`src/rtl/cordic_pkg.sv`:
```
// cordic_pkg
//   Shared definitions for the CORDIC vectoring initiator:
//   default widths and run length, the angle constant for pi, and the
//   sequencer state encoding.
package cordic_pkg;

   localparam int C_DATA_W  = 16;   // signed width of x, y and magnitude
   localparam int C_ANGLE_W = 16;   // angle width, full scale = 2*pi
   localparam int C_LATENCY = 17;   // core enable length, start cycle included

   // pi in angle units at the default angle width
   localparam logic [C_ANGLE_W-1:0] C_ANGLE_PI = {1'b1, {(C_ANGLE_W-1){1'b0}}};

   typedef enum logic [2:0] {
      ST_IDLE    = 3'd0,
      ST_START   = 3'd1,
      ST_WAIT    = 3'd2,
      ST_CAPTURE = 3'd3,
      ST_HOLD    = 3'd4
   } seq_state_t;

endpackage

```
`src/rtl/cordic_prerotate.sv`:
```
// cordic_prerotate
//   Combinational fold of an (x, y) sample into the right half-plane so
//   the vectoring core only sees angles within +/-pi/2.
//   Ports:
//     i_x, i_y     signed input sample
//     o_x, o_y     folded sample (negated when x < 0, saturating)
//     o_offset     angle to add back to the core result (0 or pi)
module cordic_prerotate
   import cordic_pkg::*;
#(
   parameter int DATA_W  = C_DATA_W,
   parameter int ANGLE_W = C_ANGLE_W
)(
   input  logic signed [DATA_W-1:0]  i_x,
   input  logic signed [DATA_W-1:0]  i_y,
   output logic signed [DATA_W-1:0]  o_x,
   output logic signed [DATA_W-1:0]  o_y,
   output logic        [ANGLE_W-1:0] o_offset
);

   localparam logic signed [DATA_W-1:0] MIN_VAL = {1'b1, {(DATA_W-1){1'b0}}};
   localparam logic signed [DATA_W-1:0] MAX_VAL = {1'b0, {(DATA_W-1){1'b1}}};
   localparam logic [ANGLE_W-1:0]       PI_VAL  = {1'b1, {(ANGLE_W-1){1'b0}}};

   logic w_neg;

   assign w_neg = i_x[DATA_W-1];

   // Rotate by pi when x is negative; the most negative code has no
   // positive twin, so it clamps to the largest positive value.
   always_comb begin
      o_x      = i_x;
      o_y      = i_y;
      o_offset = {ANGLE_W{1'b0}};
      if (w_neg) begin
         o_x      = (i_x == MIN_VAL) ? MAX_VAL : -i_x;
         o_y      = (i_y == MIN_VAL) ? MAX_VAL : -i_y;
         o_offset = PI_VAL;
      end else begin
         o_x      = i_x;
         o_y      = i_y;
         o_offset = {ANGLE_W{1'b0}};
      end
   end

endmodule

```
`src/rtl/cordic_sequencer.sv`:
```
// cordic_sequencer
//   Initiator for the iterative CORDIC vectoring core. Accepts a sample,
//   folds it into the right half-plane, pulses the core start, waits out
//   the fixed run length, captures magnitude and angle, restores the
//   folded half-plane and holds the result until the consumer takes it.
//   Ports:
//     i_clock, i_reset              clock, synchronous active-high reset
//     i_in_valid/o_in_ready         sample handshake, i_in_x/i_in_y data
//     o_cordic_start                one-cycle start pulse to the core
//     o_cordic_x/o_cordic_y         folded operands held for the whole run
//     i_cordic_mag/i_cordic_angle   core results
//     o_out_valid/i_out_ready       result handshake
//     o_out_mag/o_out_angle         magnitude, full-circle angle (mod 2*pi)
module cordic_sequencer
   import cordic_pkg::*;
#(
   parameter int DATA_W  = C_DATA_W,
   parameter int ANGLE_W = C_ANGLE_W,
   parameter int LATENCY = C_LATENCY
)(
   input  logic                      i_clock,
   input  logic                      i_reset,
   input  logic                      i_in_valid,
   output logic                      o_in_ready,
   input  logic signed [DATA_W-1:0]  i_in_x,
   input  logic signed [DATA_W-1:0]  i_in_y,
   output logic                      o_cordic_start,
   output logic signed [DATA_W-1:0]  o_cordic_x,
   output logic signed [DATA_W-1:0]  o_cordic_y,
   input  logic        [DATA_W-1:0]  i_cordic_mag,
   input  logic        [ANGLE_W-1:0] i_cordic_angle,
   output logic                      o_out_valid,
   input  logic                      i_out_ready,
   output logic        [DATA_W-1:0]  o_out_mag,
   output logic        [ANGLE_W-1:0] o_out_angle
);

   localparam int               CNT_W    = $clog2(LATENCY);
   localparam logic [CNT_W-1:0] CNT_ONE  = CNT_W'(1);
   localparam logic [CNT_W-1:0] CNT_LAST = CNT_W'(LATENCY - 1);

   seq_state_t                r_state;
   logic                      r_in_ready;
   logic                      r_start;
   logic signed [DATA_W-1:0]  r_cx;
   logic signed [DATA_W-1:0]  r_cy;
   logic        [ANGLE_W-1:0] r_offset;
   logic        [CNT_W-1:0]   r_cnt;
   logic                      r_out_valid;
   logic        [DATA_W-1:0]  r_mag;
   logic        [ANGLE_W-1:0] r_angle;

   logic signed [DATA_W-1:0]  w_fold_x;
   logic signed [DATA_W-1:0]  w_fold_y;
   logic        [ANGLE_W-1:0] w_fold_off;

   cordic_prerotate #(
      .DATA_W  (DATA_W),
      .ANGLE_W (ANGLE_W)
   ) u_prerotate (
      .i_x      (i_in_x),
      .i_y      (i_in_y),
      .o_x      (w_fold_x),
      .o_y      (w_fold_y),
      .o_offset (w_fold_off)
   );

   // Sequencer FSM with all handshake and datapath outputs registered.
   // r_cnt numbers the core enable cycles with the start cycle as 0, so
   // reaching LATENCY-1 marks the last enable cycle and the core result
   // is present during the following CAPTURE cycle.
   always_ff @(posedge i_clock) begin
      if (i_reset) begin
         r_state     <= ST_IDLE;
         r_in_ready  <= 1'b0;
         r_start     <= 1'b0;
         r_cx        <= {DATA_W{1'b0}};
         r_cy        <= {DATA_W{1'b0}};
         r_offset    <= {ANGLE_W{1'b0}};
         r_cnt       <= {CNT_W{1'b0}};
         r_out_valid <= 1'b0;
         r_mag       <= {DATA_W{1'b0}};
         r_angle     <= {ANGLE_W{1'b0}};
      end else begin
         case (r_state)
            ST_IDLE: begin
               if (i_in_valid && r_in_ready) begin
                  r_cx       <= w_fold_x;
                  r_cy       <= w_fold_y;
                  r_offset   <= w_fold_off;
                  r_cnt      <= {CNT_W{1'b0}};
                  r_start    <= 1'b1;
                  r_in_ready <= 1'b0;
                  r_state    <= ST_START;
               end else begin
                  r_in_ready <= 1'b1;
               end
            end
            ST_START: begin
               r_start <= 1'b0;
               r_cnt   <= r_cnt + CNT_ONE;
               r_state <= ST_WAIT;
            end
            ST_WAIT: begin
               if (r_cnt == CNT_LAST) begin
                  r_state <= ST_CAPTURE;
               end else begin
                  r_cnt <= r_cnt + CNT_ONE;
               end
            end
            ST_CAPTURE: begin
               r_mag       <= i_cordic_mag;
               // modular add: wraps past +pi by design
               r_angle     <= i_cordic_angle + r_offset;
               r_cnt       <= {CNT_W{1'b0}};
               r_out_valid <= 1'b1;
               r_state     <= ST_HOLD;
            end
            ST_HOLD: begin
               if (i_out_ready) begin
                  r_out_valid <= 1'b0;
                  r_in_ready  <= 1'b1;
                  r_state     <= ST_IDLE;
               end else begin
                  r_out_valid <= 1'b1;
               end
            end
            default: begin
               r_state     <= ST_IDLE;
               r_in_ready  <= 1'b0;
               r_start     <= 1'b0;
               r_out_valid <= 1'b0;
               r_cnt       <= {CNT_W{1'b0}};
            end
         endcase
      end
   end

   assign o_in_ready     = r_in_ready;
   assign o_cordic_start = r_start;
   assign o_cordic_x     = r_cx;
   assign o_cordic_y     = r_cy;
   assign o_out_valid    = r_out_valid;
   assign o_out_mag      = r_mag;
   assign o_out_angle    = r_angle;

endmodule

```
`config.mk`:
```
export PLATFORM = sky130hd
export DESIGN_NAME = cordic_sequencer
export DESIGN_NICKNAME = d
export VERILOG_FILES = /design/src/rtl/cordic_pkg.sv /design/src/rtl/cordic_prerotate.sv /design/src/rtl/cordic_sequencer.sv
export SDC_FILE = /design/constraint.sdc
export NUM_CORES = 1
export LEC_CHECK = 0
export BUFFER_PORTS_ARGS = -buffer_cell sky130_fd_sc_hd__buf_4
export CELL_PAD_IN_SITES_DETAIL_PLACEMENT = 1
export CELL_PAD_IN_SITES_GLOBAL_PLACEMENT = 1
export CORE_UTILIZATION = 35
export CTS_CLUSTER_SIZE = 30
export DETAILED_ROUTE_END_ITERATION = 8
export PLACE_DENSITY_LB_ADDON = 0.1
export SYNTH_ARGS = -nofsm -noshare
export SYNTH_HDL_FRONTEND = slang
export SYNTH_SLANG_ARGS = --single-unit
```
`constraint.sdc`:
```
create_clock -name i_clock -period 6.08 [get_ports i_clock]
set_clock_uncertainty 0.2 [all_clocks]
set_input_delay 1.216 -clock i_clock [delete_from_list [all_inputs] [get_ports i_clock]]
set_output_delay 1.216 -clock i_clock [all_outputs]
set_load 0.1 [all_outputs]
```
# Word level (Yosys, flattened, before mapping)
# Index checks and enable logic that the tools add are counted.
[totals]
output_inout_bits = 67
wordCells = 57
regBits = 91
[op_classes]
n_bitwise = 3
reduce_logical = 10
n_mux = 19
eq_ne = 11
n_addsub = 4
[ops]
columns = ["operator", "n"]
rows = [
  ["16-bit two-way mux", 5],
  ["16-bit equality test (second input constant)", 2],
  ["16-bit negation", 2],
  ["5-bit one-hot mux with 4 select lines", 1],
  ["16-bit adder", 1],
  ["3-bit one-hot mux with 5 select lines", 1],
  ["5-bit two-way mux", 2],
  ["3-bit two-way mux", 3],
  ["3-bit OR reduction", 3],
  ["2-bit != test (second input constant)", 4],
  ["3-bit by 2-bit equality test with 1-bit output (second input constant)", 2],
  ["1-bit one-hot mux with 3 select lines", 2],
  ["2-bit AND reduction", 3],
  ["3-bit AND reduction", 2],
  ["5-bit by 1-bit adder with 5-bit output (second input constant)", 1],
  ["5-bit equality test (second input constant)", 1],
  ["1-bit two-way mux", 4],
  ["3-bit by 1-bit equality test with 1-bit output (second input constant)", 1],
  ["3-bit equality test (second input constant)", 1],
  ["3-bit zero test", 1],
  ["1-bit inverter", 3],
  ["1-bit one-hot mux with 2 select lines", 1],
  ["1-bit logical AND", 1],
]

# Depth between registers and ports, before layout
# Gate-level depths: netlist of the first run.
[logic_depth]
word_depth = 4
mapped_depth = 7
ltp_nobuf = 7

# Modules after synthesis
# From an unflattened synthesis of the first run, not the netlist that was laid out.
[unflattened]
cells_unflattened = 662
hier_area_um2 = 5043.6
[modules_own_cells]
columns = ["module", "seq_area_each_um2", "area_per_inst_um2", "instances", "cells_each"]
rows = [
  ["cordic_sequencer", 1821.7, 4097.7, 1, 515],
  ["cordic_prerotate", 0.0, 945.9, 1, 147],
]

# Worst setup path before layout of the first run
# OpenSTA, ideal clock, no wires.
[synth_timing]
path_type = "input port to flip-flop"
startpoint = "in i_in_y[0]"
endpoint = "reg r_cy[10], in the netlist o_cordic_y[10]"
cell_stages = 7
slack_ns = 2.807
setup_ns = 0.081
t_arrival_ns = 2.992
cell_sequence = "inv_1 > ha_1 > or3b_2 > or4_4 > o31a_4 > buf_8 > a211oi_2"
[synth_via]
elab_chain_len = 3
elab_cells_between_ends = 4
[synth_lines]
columns = ["item", "line", "text"]
rows = [
  ["start, declared", "cordic_sequencer.sv:26", "input logic signed [DATA_W-1:0] i_in_y,"],
  ["16-bit negation / 16-bit equality test (equally long branches)", "cordic_prerotate.sv:37", "o_y = (i_y == MIN_VAL) ? MAX_VAL : -i_y;"],
  ["16-bit two-way mux (*)", "cordic_prerotate.sv:37", ""],
  ["16-bit two-way mux (*)", "cordic_prerotate.sv:35", "if (w_neg) begin"],
  ["end signal, assigned", "cordic_sequencer.sv:78", "r_cy <= {DATA_W{1'b0}};"],
  ["end signal, assigned", "cordic_sequencer.sv:89", "r_cy <= w_fold_y;"],
  ["end, declared", "cordic_sequencer.sv:46", "logic signed [DATA_W-1:0] r_cy;"],
]
# Mark *: on every way between the ends. The rest lies on a longest branch, timed or not.
# A chain may end at the register's enable or synchronous reset.

# Final worst setup path of the first run
[layout_timing]
startpoint = "in i_in_y[0]"
endpoint = "reg r_cy[15], in the netlist o_cordic_y[15]"
# Same word-level chain as after synthesis.

==> run_results.csv, run 1 <==
group,metric,value,unit
global_routing,antenna_found_initial,0,
synthesis,syn_avg_cell_area,8.30,sq um
route,drt_iter0_drc,32,
cells_and_area,fillers,1202,
clock_tree,cts_tree,"built",
timing,finalCritPeriodShare,52.3,%
synthesis,yosys.area_share.simple,21.4,%
synthesis,yosys-top-cells-area,"dfxtp_1 44%, nand2_1 9.4%, xor2_1 6.7%",
clock_tree,htreeDepth,3,
synthesis,synth_area,3420,sq um
cells_and_area,diodes,0,
timing,finalHoldViolCount,0,
cells_and_area,ff_latch_area,1520,sq um
timing,fin_crit,3.18,ns
synthesis,ys_ff_latch,76,
route,drc,0,
global_routing,grt_pass1_wl,15.2,mm
clock_tree,clk_transition_reported_paths,0.07,ns
synthesis,synth_nets,484,
global_routing,overflow,0,
synthesis,synth-xor-area-share,8.20,%
route,drt-wirelength-per-cell,13.8,um
setup_path,timing.rr.start,"r_state[1]",
clock_tree,cts-resized-gates,0,
timing,slew_viol_final,0,
synthesis,synth_mux_area_share,0.293,%
power,p_leak,1.91,nW
cells_and_area,final_nets,603,
clock_tree,cts-root-buf,"clkbuf_8",
timing,rsz0062_at_grt,"no",
clock_tree,insertion_delay,0.34,ns
placed_design,gp_congestion,0.792,
route,routed_wl,9.17,mm
synthesis,netlist_instances,412,
timing,final-setup-viol-count,0,
floorplanning,die_w,101,um
floorplanning,fp-row-count,35,
power,max-vdd-ir-drop,143,uV
timing,tightestPinTransition,1.01,ns
route,via_count,3257,
global_routing,grt_max_degree,73,
placed_design,io_buffers,134,
placed_design,hpwl,6.57,mm
floorplanning,die_y,101,um
synthesis,synth_compound_area_share,20.0,%
global_routing,grt_pass1_vias,3263,
clock_tree,postCtsSetupBuffers,0,
run_status,status,"completed",
min_path,min_path_type,"reg2reg",
floorplanning,core-area,9370,sq um
floorplanning,start_util,36.5,%
timing,max_freq,314,MHz
route,via_per_inst,4.90,
power,powerDensity,263,nW/um^2
cells_and_area,multiInputGateArea,1760,sq um
route,drtAntennaViolNets,0,
clock_tree,cts_sinks,76,
timing,final.setup.tns,0,ns
synthesis,ys_types,39,
cells_and_area,areaGrowthSynthToFinish,36.7,%
global_routing,grt.total_usage,18.8,%
synthesis,yosys.area_share.adder,1.46,%
setup_path,cp-startpoint,"i_in_y[0]",
setup_path,cp-start-kind,"primary input",
setup_path,worstSetupPathType,"in2reg",
timing,slew_headroom,32.5,%
cells_and_area,drive_above_1_share,31.9,%
clock_tree,cts_max_path_buffers,2,
synthesis,synth_top_family_by_area,"simple AND/OR/NAND/NOR gates",
floorplanning,dieArea,10200,sq um
synthesis,synth_warnings,0,
floorplanning,io_pins,135,
setup_path,cp_max_fo,16,
synthesis,synth.largest_area_cell,"dfxtp_1",
route,dr.pass1.iters,3,
setup_path,worst_setup_path_end_kind,"register",
synthesis,ys_seq_area_share,44.5,%
setup_path,critical_path_arrival,3.20,ns
min_path,worstHoldStart,"o_out_angle[7]",
clock_tree,hold_buffers,0,
clock_tree,cts_buffers,9,
setup_path,crit_required,6.09,ns
synthesis,synth_top_area_share,44.5,%
job,cap_violations,0,
power,power.total,1.23,mW
-- cell usage in the layout, fill, tap and decap left out, drive strengths merged, types with 5 or more instances in the layout --
cell type / instances
o21ai: 10
inv: 8
or3: 7
buf: 136
nor2: 43
xor2: 26
a21oi: 41
o31ai: 5
nand2: 86
a211oi: 29
dfxtp: 76
clkbuf: 13
xnor2: 6
-- cell families after synthesis --
kind of cell | after synthesis
multiplexers | 1
XOR/XNOR | 32
AND/OR/NAND/NOR | 166
adder cells (fa/ha/maj) | 4
buffers and inverters | 35
AO/OA/AOI/OAI | 98
flip-flops | 76
-- sequential cells by signal, summed over array words and instances, names as in the netlist --
name and count:
o_cordic_x 16, o_cordic_y 16, o_out_angle 16, o_out_mag 16, r_cnt 5, r_state 3, o_cordic_start 1, o_in_ready 1
o_out_valid 1, r_offset 1
-- critical path, cell delays in order --
cell and delay [ns]:
buf_4 0.11, inv_1 0.07, ha_1 0.19, or3b_2 0.45, or4_4 0.44, o31a_4 0.47
or2b_1 0.18, o21ai_0 0.06
-- layer usage --
layer | share of wire (%) | wire, um | GRT usage, % | vias up
li1 | - | - | - | 1639
met1 | 43 | 3930 | 22.5 | 1520
met2 | 49 | 4490 | 32.9 | 87
met4 | 1.3 | 121 | 6.69 | 0
met3 | 6.9 | 629 | 4.16 | 11
met5 | 0 | 0 | 0 | -
-- power breakdown --
| group | total, mW | internal [mW] | switching, mW |
|---|---|---|---|
| registers | 0.538 | 0.521 | 0.0162 |
| logic | 0.333 | 0.0950 | 0.238 |
| clock network | 0.362 | 0.182 | 0.179 |
| total | 1.23 | 0.799 | 0.433 |
-- cell usage after synthesis --
| master | count |
|---|---|
| a211oi_1 | 19 |
| a211oi_2 | 10 |
| a21oi_1 | 41 |
| a221oi_1 | 1 |
| a32oi_1 | 1 |
| and2_1 | 1 |
| and3b_1 | 1 |
| buf_8 | 1 |
| clkbuf_1 | 27 |
| dfxtp_1 | 76 |
| ha_1 | 4 |
| inv_1 | 7 |
| mux2i_1 | 1 |
| nand2_1 | 86 |
| nand2b_1 | 3 |
| nand3_1 | 4 |
| nand3b_1 | 2 |
| nor2_1 | 43 |
| nor2b_1 | 3 |
| nor3_1 | 3 |
| nor4_1 | 4 |
| nor4b_1 | 1 |
| o211ai_1 | 1 |
| o21ai_0 | 10 |
| o22a_1 | 1 |
| o311ai_0 | 1 |
| o31a_1 | 1 |
| o31a_2 | 1 |
| o31a_4 | 1 |
| o31ai_1 | 5 |
| o32a_1 | 1 |
| o41ai_1 | 4 |
| or2_2 | 3 |
| or2b_1 | 1 |
| or3_1 | 7 |
| or3b_2 | 2 |
| or4_4 | 2 |
| xnor2_1 | 6 |
| xor2_1 | 26 |
-- through the flow --
| step | area (sq um) | utilization, % | instances | hold WS [ns] | setup WS, ns |
|---|---|---|---|---|---|
| floorplan | 3420 | - | 412 | 0.249 | 2.81 |
| CTS | 4680 | 49.9 | 665 | 0.260 | 2.91 |
| global route | 4680 | 49.9 | 665 | 0.273 | 2.68 |
| detailed placement | 4490 | 47.9 | 649 | 0.249 | 2.55 |
| global placement | 4490 | 47.9 | 649 | 0.243 | 2.58 |
| finish | 4680 | 49.9 | 665 | 0.255 | 2.90 |
-- worst paths after layout --
path                    end  slack (ns)  depth (start not counted)
max          o_cordic_y[15]        2.90                          8
min          o_out_angle[7]        0.25                          2
max reg2reg  o_cordic_x[10]        3.62                          4
min reg2reg  o_out_angle[7]        0.25                          2
-- layout make-up --
type / instances / share of cell area (%)
clock buffers: 13 / 3.61
clock inverters: 3 / 0.401
inverters: 7 / 0.562
multi-input cells: 301 / 37.6
flip-flops and latches: 76 / 32.5
well taps: 129 / 3.45
repair buffers: 136 / 21.8
Note: power is estimated with default switching activity, not from simulation.
==> run 2, diff against run 1 <==
--- a/config.mk
+++ b/config.mk
@@ -8,7 +8,7 @@
 export BUFFER_PORTS_ARGS = -buffer_cell sky130_fd_sc_hd__buf_4
 export CELL_PAD_IN_SITES_DETAIL_PLACEMENT = 1
 export CELL_PAD_IN_SITES_GLOBAL_PLACEMENT = 1
-export CORE_UTILIZATION = 35
+export CORE_UTILIZATION = 34
 export CTS_CLUSTER_SIZE = 30
 export DETAILED_ROUTE_END_ITERATION = 8
 export PLACE_DENSITY_LB_ADDON = 0.1
==> constraint.sdc (replaced) <==
create_clock -name i_clock -period 3.3 [get_ports i_clock]
set_clock_uncertainty 0.2 [all_clocks]
set_input_delay 0.66 -clock i_clock [delete_from_list [all_inputs] [get_ports i_clock]]
set_output_delay 0.66 -clock i_clock [all_outputs]
set_load 0.1 [all_outputs]
==> run_results.csv, run 2 (same netlist as run 1, synthesis figures left out) <==
group,metric,value,unit
setup_path,cp_max_fo,16,
clock_tree,cts_buffers,9,
min_path,worstHoldStart,"o_out_angle[7]",
setup_path,worstSetupPathType,"in2reg",
cells_and_area,final_nets,606,
timing,finalCritPeriodShare,79.8,%
clock_tree,cts-root-buf,"clkbuf_8",
placed_design,hpwl,6.99,mm
power,powerDensity,488,nW/um^2
timing,rsz0062_at_grt,"no",
floorplanning,die_y,102,um
global_routing,antenna_found_initial,0,
min_path,min_path_cells,2,
floorplanning,io_pins,135,
route,via_count,3268,
cells_and_area,layoutNonFillerInstCount,672,
global_routing,overflow,0,
global_routing,grt_max_degree,59,
clock_tree,hold_buffers,0,
cells_and_area,final_common_cell,"buf_4",
clock_tree,cts_sinks,76,
timing,tightestPinTransition,1.00,ns
global_routing,grt_pass1_wl,15.0,mm
placed_design,gp_congestion,0.756,
route,routed_wl,9.50,mm
run_status,status,"completed",
cells_and_area,diodes,0,
timing,max_freq,380,MHz
route,dr.pass1.iters,4,
clock_tree,cts_max_path_buffers,2,
clock_tree,cts_tree,"built",
global_routing,grt.total_usage,18.2,%
clock_tree,htreeDepth,3,
clock_tree,clk_transition_reported_paths,0.08,ns
floorplanning,core-area,9770,sq um
floorplanning,die_w,102,um
setup_path,rr_worst_depth,4,
timing,slew_viol_final,0,
cells_and_area,final_cell_mix,"139 x buf_4, 86 x nand2_1, 76 x dfxtp_1",
min_path,min_path_type,"reg2reg",
setup_path,reg2reg_slack,0.87,ns
route,drc,0,
min_path,whs_endpoint,"o_out_angle[7]",
timing,final-setup-viol-count,0,
route,via_per_inst,4.86,
floorplanning,fp-row-count,36,
setup_path,worst_setup_path_end_kind,"register",
route,drtAntennaViolNets,0,
placed_design,place_inst,656,
floorplanning,start_util,35.0,%
timing,final.setup.tns,0,ns
setup_path,cp-start-kind,"primary input",
placed_design,io_buffers,134,
route,drt_iter0_drc,53,
clock_tree,insertion_delay,0.33,ns
timing,fin_crit,2.63,ns
floorplanning,dieArea,10500,sq um
power,p_leak,1.92,nW
global_routing,grt_pass1_vias,3131,
power,max-vdd-ir-drop,253,uV
setup_path,critical_path_arrival,2.65,ns
setup_path,r2r_end,"o_cordic_x[0]",
cells_and_area,final_util,48.2,%
timing,slew_headroom,33.1,%
timing,finalHoldViolCount,0,
cells_and_area,areaGrowthSynthToFinish,37.7,%
cells_and_area,drive_above_1_share,32.5,%
setup_path,crit_required,3.31,ns
route,drt-wirelength-per-cell,14.1,um
setup_path,timing.rr.start,"r_state[1]",
job,cap_violations,0,
clock_tree,cts-resized-gates,0,
clock_tree,postCtsSetupBuffers,0,
## run 2: final cells by class
cell class                 count  area, sq um
fill                        1220         5070
tap                          133          166
clock buffer                   9          124
clock inverter                 7         67.6
sequential                    76         1520
timing repair buffer         139         1040
inverter                       7         26.3
multi-input combinational    301         1760
## run 2: worst max-delay path: stages
cell and delay, ns:
buf_4 0.12, inv_1 0.07, ha_1 0.19, or3b_2 0.45, or4_4 0.45, o31a_4 0.47, or2b_1 0.18, o21ai_0 0.06
## run 2: report_power, final
group / switching (mW) / leakage (nW) / internal (mW)
sequential: 0.0318 / 0.618 / 0.961
clock: 0.343 / 0.0910 / 0.345
combinational: 0.440 / 1.21 / 0.177
## run 2: worst max-delay path by stage
stage	from	to
2_1_floorplan	i_in_y[0]	o_cordic_y[10]
3_3_place_gp	i_in_y[7]	o_cordic_y[15]
3_5_place_dp	i_in_y[0]	o_cordic_y[15]
4_1_cts	i_in_y[0]	o_cordic_y[15]
5_1_grt	r_state[1]	o_cordic_x[4]
6_report	i_in_y[0]	o_cordic_y[15]
## run 2: stage by stage
step                hold WS [ns]  total power, mW  area [sq um]  setup slack, ns
global route               0.272             2.40          4710            0.590
floorplan                  0.249             1.45          3420            0.583
CTS                        0.260             2.33          4710            0.665
finish                     0.254             2.30          4710            0.667
detailed placement         0.249             1.64          4520            0.307
global placement           0.242             1.63          4520            0.371
## run 2: per-layer routing
metal	track usage, %	wire (um)
met1	22.4	4230
met2	31.5	4550
met3	4.31	622
met4	5.27	97
met5	0	0
==> run 3, diff against run 2 <==
==> constraint.sdc (replaced) <==
create_clock -name i_clock -period 2.48 [get_ports i_clock]
set_clock_uncertainty 0.2 [all_clocks]
set_input_delay 0.496 -clock i_clock [delete_from_list [all_inputs] [get_ports i_clock]]
set_output_delay 0.496 -clock i_clock [all_outputs]
set_load 0.1 [all_outputs]
==> run_results.csv, run 3 (same netlist as run 1, synthesis figures left out) <==
group,metric,value,unit
setup_path,cpMaxStageDelayCell,"or3b_2",
setup_path,slowest_delay,0.45,ns
route,dr.pass1.iters,4,
job,cap_violations,0,
cells_and_area,areaGrowthSynthToFinish,42.0,%
clock_tree,htreeDepth,3,
timing,slew_headroom,58.6,%
timing,max_freq,429,MHz
clock_tree,cts-resized-gates,0,
cells_and_area,diodes,0,
cells_and_area,final_common_cell,"buf_4",
clock_tree,clk_transition_reported_paths,0.10,ns
cells_and_area,drive_above_1_share,35.0,%
power,p_int,1.91,mW
route,drtAntennaViolNets,0,
route,drt-wirelength-per-cell,14.3,um
clock_tree,hold_buffers,0,
setup_path,worst_setup_path_end_kind,"register",
setup_path,critical_path_arrival,2.37,ns
clock_tree,postCtsSetupBuffers,0,
route,routed_wl,9.89,mm
floorplanning,fp-row-count,36,
route,via_per_inst,4.87,
min_path,min_path_type,"in2reg",
timing,finalCritPeriodShare,94.0,%
setup_path,path_cells,"buf_4, inv_1, ha_1, or3b_2, or4_4, o31a_4, or2b_1, o21ai_0",
power,swShare,37.5,%
timing,final-setup-viol-count,0,
clock_tree,cts_tree,"built",
route,via_count,3373,
run_status,status,"completed",
cells_and_area,final_util,49.7,%
min_path,min_path_cells,3,
global_routing,grt_max_degree,33,
placed_design,gp_congestion,0.773,
timing,slew_viol_final,0,
timing,finalHoldViolCount,0,
global_routing,antenna_found_initial,0,
global_routing,grt_pass1_wl,15.7,mm
route,drt_iter0_drc,45,
timing,fin_crit,2.33,ns
global_routing,overflow,0,
setup_path,cp-start-kind,"primary input",
placed_design,place_area,4670,sq um
clock_tree,insertion_delay,0.35,ns
power,powerDensity,629,nW/um^2
timing,rsz0062_at_grt,"no",
power,max-vdd-ir-drop,325,uV
cells_and_area,design_area,4860,sq um
floorplanning,dieArea,10500,sq um
power,power.switching,1.14,mW
setup_path,rr_worst_depth,5,
clock_tree,cts_sinks,76,
placed_design,io_buffers,134,
global_routing,grt_pass1_vias,3381,
route,drc,0,
cells_and_area,layoutNonFillerInstCount,693,
clock_tree,cts_buffers,9,
cells_and_area,final_nets,627,
setup_path,crit_required,2.51,ns
cells_and_area,fillers,1233,
timing,final.setup.tns,0,ns
power,clockPowerShare,29.0,%
floorplanning,io_pins,135,
floorplanning,start_util,35.0,%
power,power_frac_comb,27.9,%
power,p_leak,2.01,nW
placed_design,place_inst,677,
floorplanning,die_y,102,um
setup_path,cp_max_fo,16,
clock_tree,cts_max_path_buffers,2,
clock_tree,cts-root-buf,"clkbuf_8",
floorplanning,die_w,102,um
placed_design,hpwl,7.42,mm
floorplanning,core-area,9770,sq um
power,p_seq_share,43.1,%
timing,tightestPinTransition,0.621,ns
cells_and_area,final_cell_mix,"160 x buf_4, 86 x nand2_1, 76 x dfxtp_1",
global_routing,grt.total_usage,19.2,%
setup_path,worstSetupPathType,"in2reg",
==> run 3: per-stage QoR <==
step	hold WS (ns)	worst slack (ns)	power, mW
after detailed placement	0.247	-0.220	2.20
after floorplan	0.249	0.00126	1.94
final	0.178	0.148	3.05
after global routing	0.161	0.0792	3.20
after global placement	0.243	-0.177	2.19
after CTS	0.162	0.155	3.10
==> run 3: area by class of cell <==
type	count	area, sq um	area share, %
clock buffers	9	124	2.55
clock inverters	7	58.8	1.21
inverters	7	26.3	0.541
multi-input cells	301	1760	36.2
flip-flops and latches	76	1520	31.3
well taps	133	166	3.43
repair buffers	160	1200	24.7
==> run 3: routing by layer <==
metal  global-route usage, %  routed length [um]  vias up
met5                       0                   0        -
met4                    7.03                 154        0
met3                    4.99                 641       11
met2                    32.9                4630      104
met1                    23.2                4460     1568
li1                        -                   -     1690
==> run 3: path summary, 6_finish.rpt <==
kind              slack (ns)             start               to
setup reg to reg        0.47        o_in_ready   o_cordic_y[15]
hold reg to reg         0.26   o_out_angle[11]  o_out_angle[11]
hold / removal          0.18  i_cordic_mag[14]    o_out_mag[14]
setup / recovery        0.15         i_in_y[0]   o_cordic_y[15]
==> run 3: worst max-delay path, delay by kind of cell <==
family | cells | cell delay (ns)
simple gates | 3 | 1.07
compound gates | 2 | 0.46
buf+inv | 2 | 0.17
fa+ha+maj | 1 | 0.16
==> run 3: power by group through the flow <==
| stage | combinational (mW) | clock (mW) | sequential [mW] |
|---|---|---|---|
| floorplan | 0.230 | 0 | 1.71 |
| global placement | 0.845 | 0 | 1.34 |
| detailed placement | 0.858 | 0 | 1.35 |
| CTS | 0.860 | 0.919 | 1.32 |
| global route | 0.904 | 0.968 | 1.33 |
| finish | 0.852 | 0.885 | 1.32 |
